File: src/rtl/uart_pkg.sv
// ---------------------------------------------------------------------------
// uart_pkg
// Purpose : shared constants for the UART transmitter and the receiver-side
//           checkers: FSM state encoding, line levels, parity-type encodings
//           and a small parity helper.
// Ports   : none (package).
// Config  : UART_TX_STP2_EN adds the STOP2 state (second stop bit).
// ---------------------------------------------------------------------------
package uart_pkg;

  typedef enum logic [2:0] {
    IDLE   = 3'd0,
    START  = 3'd1,
    DATA   = 3'd2,
    PARITY = 3'd3,
    STOP   = 3'd4
`ifdef UART_TX_STP2_EN
    ,
    STOP2  = 3'd5
`endif
  } tx_state_t;

  localparam logic START_BIT = 1'b0;
  localparam logic STOP_BIT  = 1'b1;
  localparam logic IDLE_LVL  = 1'b1;

  localparam logic EVEN = 1'b0;
  localparam logic ODD  = 1'b1;

  // data_xor is the XOR-reduction of the word; odd parity is its complement.
  function automatic logic parity_bit(input logic data_xor, input logic par_typ);
    logic result;
    result = data_xor;
    case (par_typ)
      EVEN:    result = data_xor;
      ODD:     result = ~data_xor;
      default: result = data_xor;
    endcase
    return result;
  endfunction

endpackage

File: src/rtl/uart_tx_if.sv
// ---------------------------------------------------------------------------
// uart_tx_if
// Purpose : groups the transmitter's request side and serial outputs.
// Signals : p_data     - parallel word to send
//           data_valid - request strobe, honoured only while idle
//           par_en     - insert a parity bit after the data bits
//           par_typ    - 0 even / 1 odd parity
//           tx_out     - serial line, idles high
//           busy       - high for every cycle of a frame on tx_out
// Modports: master = system control side, slave = transmitter.
// ---------------------------------------------------------------------------
interface uart_tx_if #(
  parameter int DATA_WIDTH = 8
);
  logic [DATA_WIDTH-1:0] p_data;
  logic                  data_valid;
  logic                  par_en;
  logic                  par_typ;
  logic                  tx_out;
  logic                  busy;

  modport master (
    output p_data, data_valid, par_en, par_typ,
    input  tx_out, busy
  );

  modport slave (
    input  p_data, data_valid, par_en, par_typ,
    output tx_out, busy
  );
endinterface

File: src/rtl/uart_tx_serializer.sv
// ---------------------------------------------------------------------------
// uart_tx_serializer
// Purpose : shift register and bit counter for the data portion of a frame.
// Ports   : clk      - TX bit clock
//           rst      - synchronous active-low reset
//           load     - capture data_in and clear the counter
//           shift    - advance to the next data bit
//           data_in  - word to serialize
//           bit_out  - data bit currently selected (LSB first)
//           last_bit - bit_out is the final data bit of the word
// ---------------------------------------------------------------------------
module uart_tx_serializer #(
  parameter int DATA_WIDTH = 8
) (
  input  logic                  clk,
  input  logic                  rst,
  input  logic                  load,
  input  logic                  shift,
  input  logic [DATA_WIDTH-1:0] data_in,
  output logic                  bit_out,
  output logic                  last_bit
);

  // A one-bit word still needs a one-bit counter.
  localparam int CNT_W = (DATA_WIDTH > 1) ? $clog2(DATA_WIDTH) : 1;
  localparam logic [CNT_W-1:0] LAST_IDX = CNT_W'(DATA_WIDTH - 1);

  logic [DATA_WIDTH-1:0] shreg;
  logic [CNT_W-1:0]      cnt;

  // The counter may run past LAST_IDX on the final shift; the next load clears it.
  always_ff @(posedge clk) begin
    if (!rst) begin
      shreg <= '0;
      cnt   <= '0;
    end else if (load) begin
      shreg <= data_in;
      cnt   <= '0;
    end else if (shift) begin
      shreg <= shreg >> 1;
      cnt   <= cnt + 1'b1;
    end
  end

  assign bit_out  = shreg[0];
  assign last_bit = (cnt == LAST_IDX);

endmodule

File: src/rtl/uart_tx_top.sv
// ---------------------------------------------------------------------------
// uart_tx_top
// Purpose : UART transmitter, one clk cycle per bit. Frame is start bit,
//           DATA_WIDTH data bits LSB first, optional parity, stop bit(s).
// Ports   : clk - TX bit clock
//           rst - synchronous active-low reset
//           bus - uart_tx_if slave modport (p_data, data_valid, par_en,
//                 par_typ in; tx_out, busy out)
// Config  : define UART_TX_STP2_EN for two stop bits (STOP2 state).
// tx_out/busy are registered from the current state, so the line follows the
// FSM by one cycle: tx_out falls on the edge after the accepting edge.
// ---------------------------------------------------------------------------
module uart_tx_top
  import uart_pkg::*;
#(
  parameter int DATA_WIDTH = 8
) (
  input  logic     clk,
  input  logic     rst,
  uart_tx_if.slave bus
);

  tx_state_t state, next_state;

  logic par_en_q;
  logic par_bit_q;
  logic load;
  logic shift;
  logic bit_out;
  logic last_bit;
  logic tx_next;
  logic busy_next;
  logic tx_q;
  logic busy_q;

  uart_tx_serializer #(
    .DATA_WIDTH(DATA_WIDTH)
  ) u_serializer (
    .clk     (clk),
    .rst     (rst),
    .load    (load),
    .shift   (shift),
    .data_in (bus.p_data),
    .bit_out (bit_out),
    .last_bit(last_bit)
  );

  always_ff @(posedge clk) begin
    if (!rst) state <= IDLE;
    else      state <= next_state;
  end

  always_comb begin
    next_state = state;
    load       = 1'b0;
    shift      = 1'b0;
    tx_next    = IDLE_LVL;
    busy_next  = 1'b1;
    case (state)
      IDLE: begin
        busy_next = 1'b0;
        if (bus.data_valid) begin
          load       = 1'b1;
          next_state = START;
        end
      end
      START: begin
        tx_next    = START_BIT;
        next_state = DATA;
      end
      DATA: begin
        tx_next = bit_out;
        shift   = 1'b1;
        if (last_bit) next_state = par_en_q ? PARITY : STOP;
      end
      PARITY: begin
        tx_next    = par_bit_q;
        next_state = STOP;
      end
      STOP: begin
        tx_next = STOP_BIT;
`ifdef UART_TX_STP2_EN
        next_state = STOP2;
`else
        next_state = IDLE;
`endif
      end
`ifdef UART_TX_STP2_EN
      STOP2: begin
        tx_next    = STOP_BIT;
        next_state = IDLE;
      end
`endif
      default: begin
        busy_next  = 1'b0;
        next_state = IDLE;
      end
    endcase
  end

  // Frame options are frozen at acceptance so mid-frame input changes are harmless.
  always_ff @(posedge clk) begin
    if (!rst) begin
      tx_q      <= IDLE_LVL;
      busy_q    <= 1'b0;
      par_en_q  <= 1'b0;
      par_bit_q <= 1'b0;
    end else begin
      tx_q   <= tx_next;
      busy_q <= busy_next;
      if (load) begin
        par_en_q  <= bus.par_en;
        par_bit_q <= parity_bit(^bus.p_data, bus.par_typ);
      end
    end
  end

  assign bus.tx_out = tx_q;
  assign bus.busy   = busy_q;

endmodule

File: src/flat_wrapper.sv
// flat-port wrapper written by rule: the top's interface ports become plain ports
module uart_tx_top_flat import uart_pkg::*;
#(
  parameter int DATA_WIDTH = 8
)
  (clk, rst, bus_p_data, bus_data_valid, bus_par_en, bus_par_typ, bus_tx_out, bus_busy);
  uart_tx_if #(.DATA_WIDTH(DATA_WIDTH)) bus_i ();
  input  logic clk;
  input  logic rst;
  input wire logic [$bits(bus_i.p_data)-1:0] bus_p_data;
  input wire logic [$bits(bus_i.data_valid)-1:0] bus_data_valid;
  input wire logic [$bits(bus_i.par_en)-1:0] bus_par_en;
  input wire logic [$bits(bus_i.par_typ)-1:0] bus_par_typ;
  output wire logic [$bits(bus_i.tx_out)-1:0] bus_tx_out;
  output wire logic [$bits(bus_i.busy)-1:0] bus_busy;
  assign bus_i.p_data = bus_p_data;
  assign bus_i.data_valid = bus_data_valid;
  assign bus_i.par_en = bus_par_en;
  assign bus_i.par_typ = bus_par_typ;
  assign bus_tx_out = bus_i.tx_out;
  assign bus_busy = bus_i.busy;
  uart_tx_top #(.DATA_WIDTH(DATA_WIDTH)) u_core (.clk(clk), .rst(rst), .bus(bus_i));
endmodule
File: config.mk
export PLATFORM = sky130hd
export DESIGN_NAME = uart_tx_top_flat
export DESIGN_NICKNAME = d
export VERILOG_FILES = /design/src/rtl/uart_pkg.sv /design/src/rtl/uart_tx_if.sv /design/src/rtl/uart_tx_serializer.sv /design/src/rtl/uart_tx_top.sv /design/src/flat_wrapper.sv
export SDC_FILE = /design/constraint.sdc
export NUM_CORES = 1
export LEC_CHECK = 0
export ABC_AREA = 1
export ABC_CLOCK_PERIOD_IN_PS = 2800
export CAP_MARGIN = 20
export CORE_MARGIN = 3
export CORE_UTILIZATION = 50
export DETAILED_ROUTE_END_ITERATION = 8
export PLACE_DENSITY = 0.87
export SYNTH_ARGS = -nofsm -noshare
export SYNTH_HDL_FRONTEND = slang
export SYNTH_SLANG_ARGS = --single-unit
File: constraint.sdc
create_clock -name clk -period 2.8 [get_ports clk]
set_input_delay 0.28 -clock clk [delete_from_list [all_inputs] [get_ports clk]]
set_output_delay 0.28 -clock clk [all_outputs]
set_load 0.01 [all_outputs]
==> reports/metrics.yaml, run 1 <==
cp-start-kind: "flop"
cpMaxStageDelayCell: "clkdlybuf4s50_1"
hold_violations: 0
synth_seq_cells: 18
crit_required_ps: 2520
area_growth_pct: 20.9
cts_tree: "yes"
yosysTopAreaCellShare_pct: 40.3
gr-usage-met1_pct: 16.1
fin_crit_ps: 1440
htree_levels: 1
grtUsageTotal_pct: 17.5
stdcell_area_um2: 1080
busiest_layer: "met2"
final_cell_mix: "51 x nand2_1, 18 x dfxtp_1, 14 x clkdlybuf4s50_1, 13 x inv_1, 8 x a21oi_1"
synth_cell_types: 20
synth_top_family_by_area: "simple AND/OR/NAND/NOR gates"
syn_area_um2: 893
crit_arrival_ps: 1160
dp_hpwl_um: 1280
n_antenna_cell: 0
core_area_um2: 1590
worst-r2r-cell-count: 8
clock_latency_ps: 300
crit_buf_inv: 1
rows: 14
drc: 0
grtUsageMet2_pct: 31.5
switching_power_uw: 310
worst_pin_slew_ps: 350
yosysSeqAreaShare_pct: 40.3
grt_overflow: 0
chipHeight_um: 48.3
clk_pin_slew_ps: 110
cts_buffer_depth: 2
synth-xor-area-share_pct: 1.96
share_comb_of_total_power_pct: 36.4
yosysWarnings: 0
yosys.area_share.simple_pct: 32.9
die_w_um: 48.3
die-area_um2: 2330
drv_cap: 0
mostFrequentLayoutCell: "nand2_1"
p_int_uw: 524
p_seq_share_pct: 43.7
synth_mux_area_share_pct: 0
syn_inst: 132
ant_nets: 0
cp_max_fo: 1
finalCritPeriodShare_pct: 51.3
synthAdderAreaFrac_pct: 2.80
crit_path_cell_trace: "clkdlybuf4s50_1"
finalMaxSlewViolations: 0
yosys-top-cells-area: "dfxtp_1 40%, nand2_1 21%, inv_1 5.5%"
finalClockSkew_ps: 5.88
p_leak_uw: 0.000502
post-cts-setup-buffers: 0
start_util_pct: 56.0
synth_nets: 147
finalWirelength_um: 1690
avgSynthCellArea_um2: 6.77
total_power_uw: 834
gp_congestion: 0.779
crit_path_max_incr_delay_ps: 530
pwr_density_cell_nw_per_um2: 773
via_count: 840
clockPowerShare_pct: 20.0
numPortBuffers: 14
numCtsBuffers: 3
critical_path_class: "flop to primary output"
cts_resized: 0
grt_pass1_vias: 708
grt.met3_usage_pct: 7.75
power_switching_share_pct: 37.2
hold_path_depth: 2
endpoint_kind: "primary output"
ioPinCount: 15
hold_buffers: 0
dpl_cell_area_um2: 1040
wl_per_cell_um: 9.86
viasPerCell: 4.91
worst-path-stages: 1
holdCritPathClass: "flop to flop"
vdd_drop_max_mv: 0.366
grt_max_degree: 13
grt_pass1_wl_um: 2690
final_net_count: 163
rsz0062_at_grt: "no"
antenna_found_initial: 0
synth-compound-area-share_pct: 12.2
status: "completed"
drt_iter0_drc: 9
first_pass_iters: 4
finalSetupViolCount: 0
crit_family: "buffers and inverters"
fin_setup_tns_ps: 0
yosysTopAreaCell: "dfxtp_1"
clock_sinks: 18
root_buffer: "clkbuf_4"
drive_above_1_share_pct: 10.2
slew_headroom_pct: 76.6
fmax_mhz: 696
## stage by stage
step           hold WS (ps)  cells  utilization, %  setup WS (ps)
3_3_place_gp            455    167            65.5           1340
3_5_place_dp            460    167            65.5           1300
4_1_cts                 475    171            67.7           1350
6_report                472    171            67.7           1360
5_1_grt                 502    171            67.7           1300
2_1_floorplan           416    132               -           1580
## cell families after synthesis
family	count (synthesis)
buffers and inverters	21
adders and majority gates	2
AOI/OAI and AO/OA	20
and+or+nand+nor	69
xor gates and xnor gates	2
DFF	18
## metal layers
layer / up-vias / wire (um)
met5: - / 0
met4: 0 / 31
met3: 5 / 106
met2: 22 / 798
met1: 367 / 750
li1: 446 / -
## path summary, 6_finish.rpt
kind	startpoint	end	slack, ps
worst max register to register	u_core.state[0]	u_core.u_serializer.shreg[3]	1460
worst min register to register	u_core.u_serializer.shreg[7]	u_core.u_serializer.shreg[7]	470
worst max-delay path	u_core.bus.busy	bus_busy	1360
worst min-delay path	u_core.u_serializer.shreg[7]	u_core.u_serializer.shreg[7]	470
## sequential cells by signal, summed over array words and instances, names as in the netlist
name / count
u_core.u_serializer.cnt: 3
u_core.state: 3
u_core.u_serializer.shreg: 8
u_core.bus.busy: 1
u_core.par_bit_q: 1
u_core.bus.tx_out: 1
u_core.par_en_q: 1
## Yosys cell counts
cell type,n
nand2_2,1
nor2_2,2
clkbuf_1,1
nor2_1,5
inv_1,13
xor2_1,2
buf_2,1
ha_1,2
a31oi_1,7
or2_2,1
inv_2,5
dfxtp_1,18
buf_6,1
nand2_4,2
nand3_1,5
o21ai_0,5
nor3_1,1
nor4_1,1
a21oi_1,8
nand2_1,51
## power by group through the flow
| stage | clock [uW] | sequential, uW | combinational (uW) |
|---|---|---|---|
| after floorplan | 0 | 369 | 223 |
| after global placement | 0 | 369 | 293 |
| after detailed placement | 0 | 370 | 303 |
| after CTS | 168 | 364 | 304 |
| after global routing | 181 | 373 | 344 |
| final | 167 | 364 | 304 |
## final cells by class
cell class,instances,area (um2)
Tap cell,24,30.0
Timing Repair Buffer,14,140
Multi-Input combinational cell,93,445
Clock buffer,4,36.3
Sequential cell,18,360
Fill cell,137,514
Inverter,18,67.6
Power figures use the tool's default switching activity.
==> run 2: changes to the inputs <==
- ABC_CLOCK_PERIOD_IN_PS: 2800 -> 1200
- CORE_UTILIZATION: 50 -> 45
- PLACE_DENSITY: 0.87 -> 0.83
- clock period: 2.8 -> 1.2 ns (I/O delays scaled with it)
==> run 2 against run 1 <==
Clock skew fell by 4.1 ps; largest cell class unchanged; count of clock-buffer cells in the layout fell by 1; critical path depth rose by 7; worst hold slack got worse by 29 ps.
==> reports/metrics.yaml, run 2 (synthesis gave the netlist of run 1 again) <==
grt_overflow: 0  # unchanged
layout.cells.non_filler: 189  # +11%
numCtsBuffers: 3  # unchanged
drc: 0  # unchanged
hold_violations: 0  # unchanged
crit_path_max_incr_delay_ps: 370  # -160 ps
finalCritPeriodShare_pct: 98.3
core_area_um2: 1800  # +13%
vdd_drop_max_mv: 0.798  # +120%
place_ws_ps: -148  # -1450 ps
viasPerCell: 4.88  # -0.58%
worst-r2r-cell-count: 8  # unchanged
grtUsageTotal_pct: 16.6  # -0.81 points
finalMaxSlewViolations: 0  # unchanged
grt_pass1_wl_um: 3310  # +23%
hold_buffers: 0  # unchanged
worst-path-stages: 8  # +7
critical_path_class: "flop to flop"
crit_required_ps: 1420  # -1100 ps
wl_per_cell_um: 11.0  # +12%
dp_hpwl_um: 1540  # +20%
htree_levels: 1  # unchanged
die-area_um2: 2560  # +9.7%
grt_max_degree: 12  # -1
finalWirelength_um: 2080  # +23%
slew_headroom_pct: 81.7  # +5.0 points
crit_buf_inv: 3  # +2
final_cell_mix: "51 x nand2_1, 17 x buf_4, 14 x dfxtp_1, 13 x inv_1, 12 x clkdlybuf4s50_1"
start_util_pct: 49.6  # -6.5 points
cpMaxStageDelayCell: "dfxtp_4"
n_antenna_cell: 0  # unchanged
fin_crit_ps: 1180
grtUsageMet2_pct: 32.2  # +0.66 points
fmax_mhz: 848
total_power_uw: 2260  # +170%
crit_path_cell_trace: "nor2_4, nand2_2, inv_2, nand2_4, inv_4, buf_4, nand2_1, a31oi_1"
fin_setup_tns_ps: 0  # unchanged
grt_pass1_vias: 857  # +21%
rows: 15  # +1
rsz0062_at_grt: "yes"
drt_iter0_drc: 15  # +6
die_w_um: 50.6  # +4.7%
setup_ws_ps: 20.1  # -1340 ps
endpoint_kind: "flop"
grt.met3_usage_pct: 2.67  # -5.1 points
gp_congestion: 0.780  # +0.17%
area_growth_pct: 40.2
p_leak_uw: 0.000592  # +18%
cp_max_fo: 7  # +6
clk_pin_slew_ps: 90  # -20 ps
first_pass_iters: 4  # unchanged
hold_path_depth: 3  # +1
finalClockSkew_ps: 1.76  # -4.12 ps
drv_cap: 0  # unchanged
top_regs: "u_core.u_serializer.shreg (8), u_core.state (3), u_core.u_serializer.cnt (3)"
status: "completed"
worst_pin_slew_ps: 272  # -78.2 ps
drive_above_1_share_pct: 25.0  # +15 points
dpl.cell_count: 182  # +9.0%
mostFrequentLayoutCell: "nand2_1"
via_count: 923  # +9.9%
chipHeight_um: 50.6  # +4.7%
crit_arrival_ps: 1400  # +240 ps
cts_tree: "yes"
post-route-util_pct: 69.5  # +1.8 points
root_buffer: "clkbuf_4"
final_net_count: 181  # +11%
pwr_density_cell_nw_per_um2: 1810  # +130%
numPortBuffers: 14  # unchanged
holdCritPathClass: "input port to flop"
crit_family: "flip-flops"
fillers: 162  # +18%
ioPinCount: 15  # unchanged
ant_nets: 0  # unchanged
cts_buffer_depth: 2  # unchanged
clock_sinks: 18  # unchanged
top_register: "u_core.u_serializer.shreg"
cp-start-kind: "flop"
busiest_layer: "met2"
clock_latency_ps: 290  # about the same
finalSetupViolCount: 0  # unchanged
gr-usage-met1_pct: 18.6  # +2.6 points
largest_reg_flops: 8  # unchanged
antenna_found_initial: 0  # unchanged
run 2: cell types whose count changed in the layout (fill, tap and decap cells not counted), sizes merged:
| cell | previous run | this run |
|---|---|---|
| buf | 0 | 18 |
| clkbuf | 4 | 3 |
| clkdlybuf4s50 | 14 | 12 |
| dlygate4sd2 | 0 | 2 |
run 2: layer usage:
metal,part of all wire (%),wire [um]
met2,54,1130
met5,0,0
met1,41,858
met3,3.7,76
met4,0.82,17
run 2: final timing paths:
check / startpoint / end / slack [ps]
worst max-delay path: u_core.state[0] / u_core.u_serializer.shreg[1] / 20
worst min-delay path: bus_p_data[2] / u_core.u_serializer.shreg[2] / 440
worst max register to register: u_core.state[0] / u_core.u_serializer.shreg[1] / 20
worst min register to register: u_core.u_serializer.cnt[1] / u_core.u_serializer.cnt[1] / 480
run 2: worst register-to-register path, stage by stage (launching register included):
cell	delay [ps]
dfxtp_4	370
nor2_4	120
nand2_2	70
inv_2	70
nand2_4	60
inv_4	70
buf_4	140
nand2_1	60
a31oi_1	150
run 2: per-stage QoR:
stage               cell area, um2  hold slack, ps
floorplan                      897             256
global placement              1150             454
detailed placement            1150             462
CTS                           1180             440
global route                  1250             450
finish                        1250             443
run 2: cell type report:
| class | instances | area [um2] | area share [%] |
|---|---|---|---|
| Inverter | 18 | 70.1 | 5.59 |
| Tap cell | 25 | 31.3 | 2.50 |
| Clock buffer | 3 | 22.5 | 1.80 |
| Multi-Input combinational cell | 93 | 484 | 38.7 |
| Sequential cell | 18 | 368 | 29.4 |
| Timing Repair Buffer | 32 | 277 | 22.1 |
run 2: repair_timing:
| action | CTS | global route |
|---|---|---|
| setup endpoints to repair | 13 | 15 |
| resized for setup | 6 | 11 |
| setup buffers | 0 | 4 |
| pin swaps | 0 | 7 |
run 2: power by group:
part	internal, uW	switching, uW
Sequential	774	101
Combinational	538	560
Clock	117	173
Total	1430	834
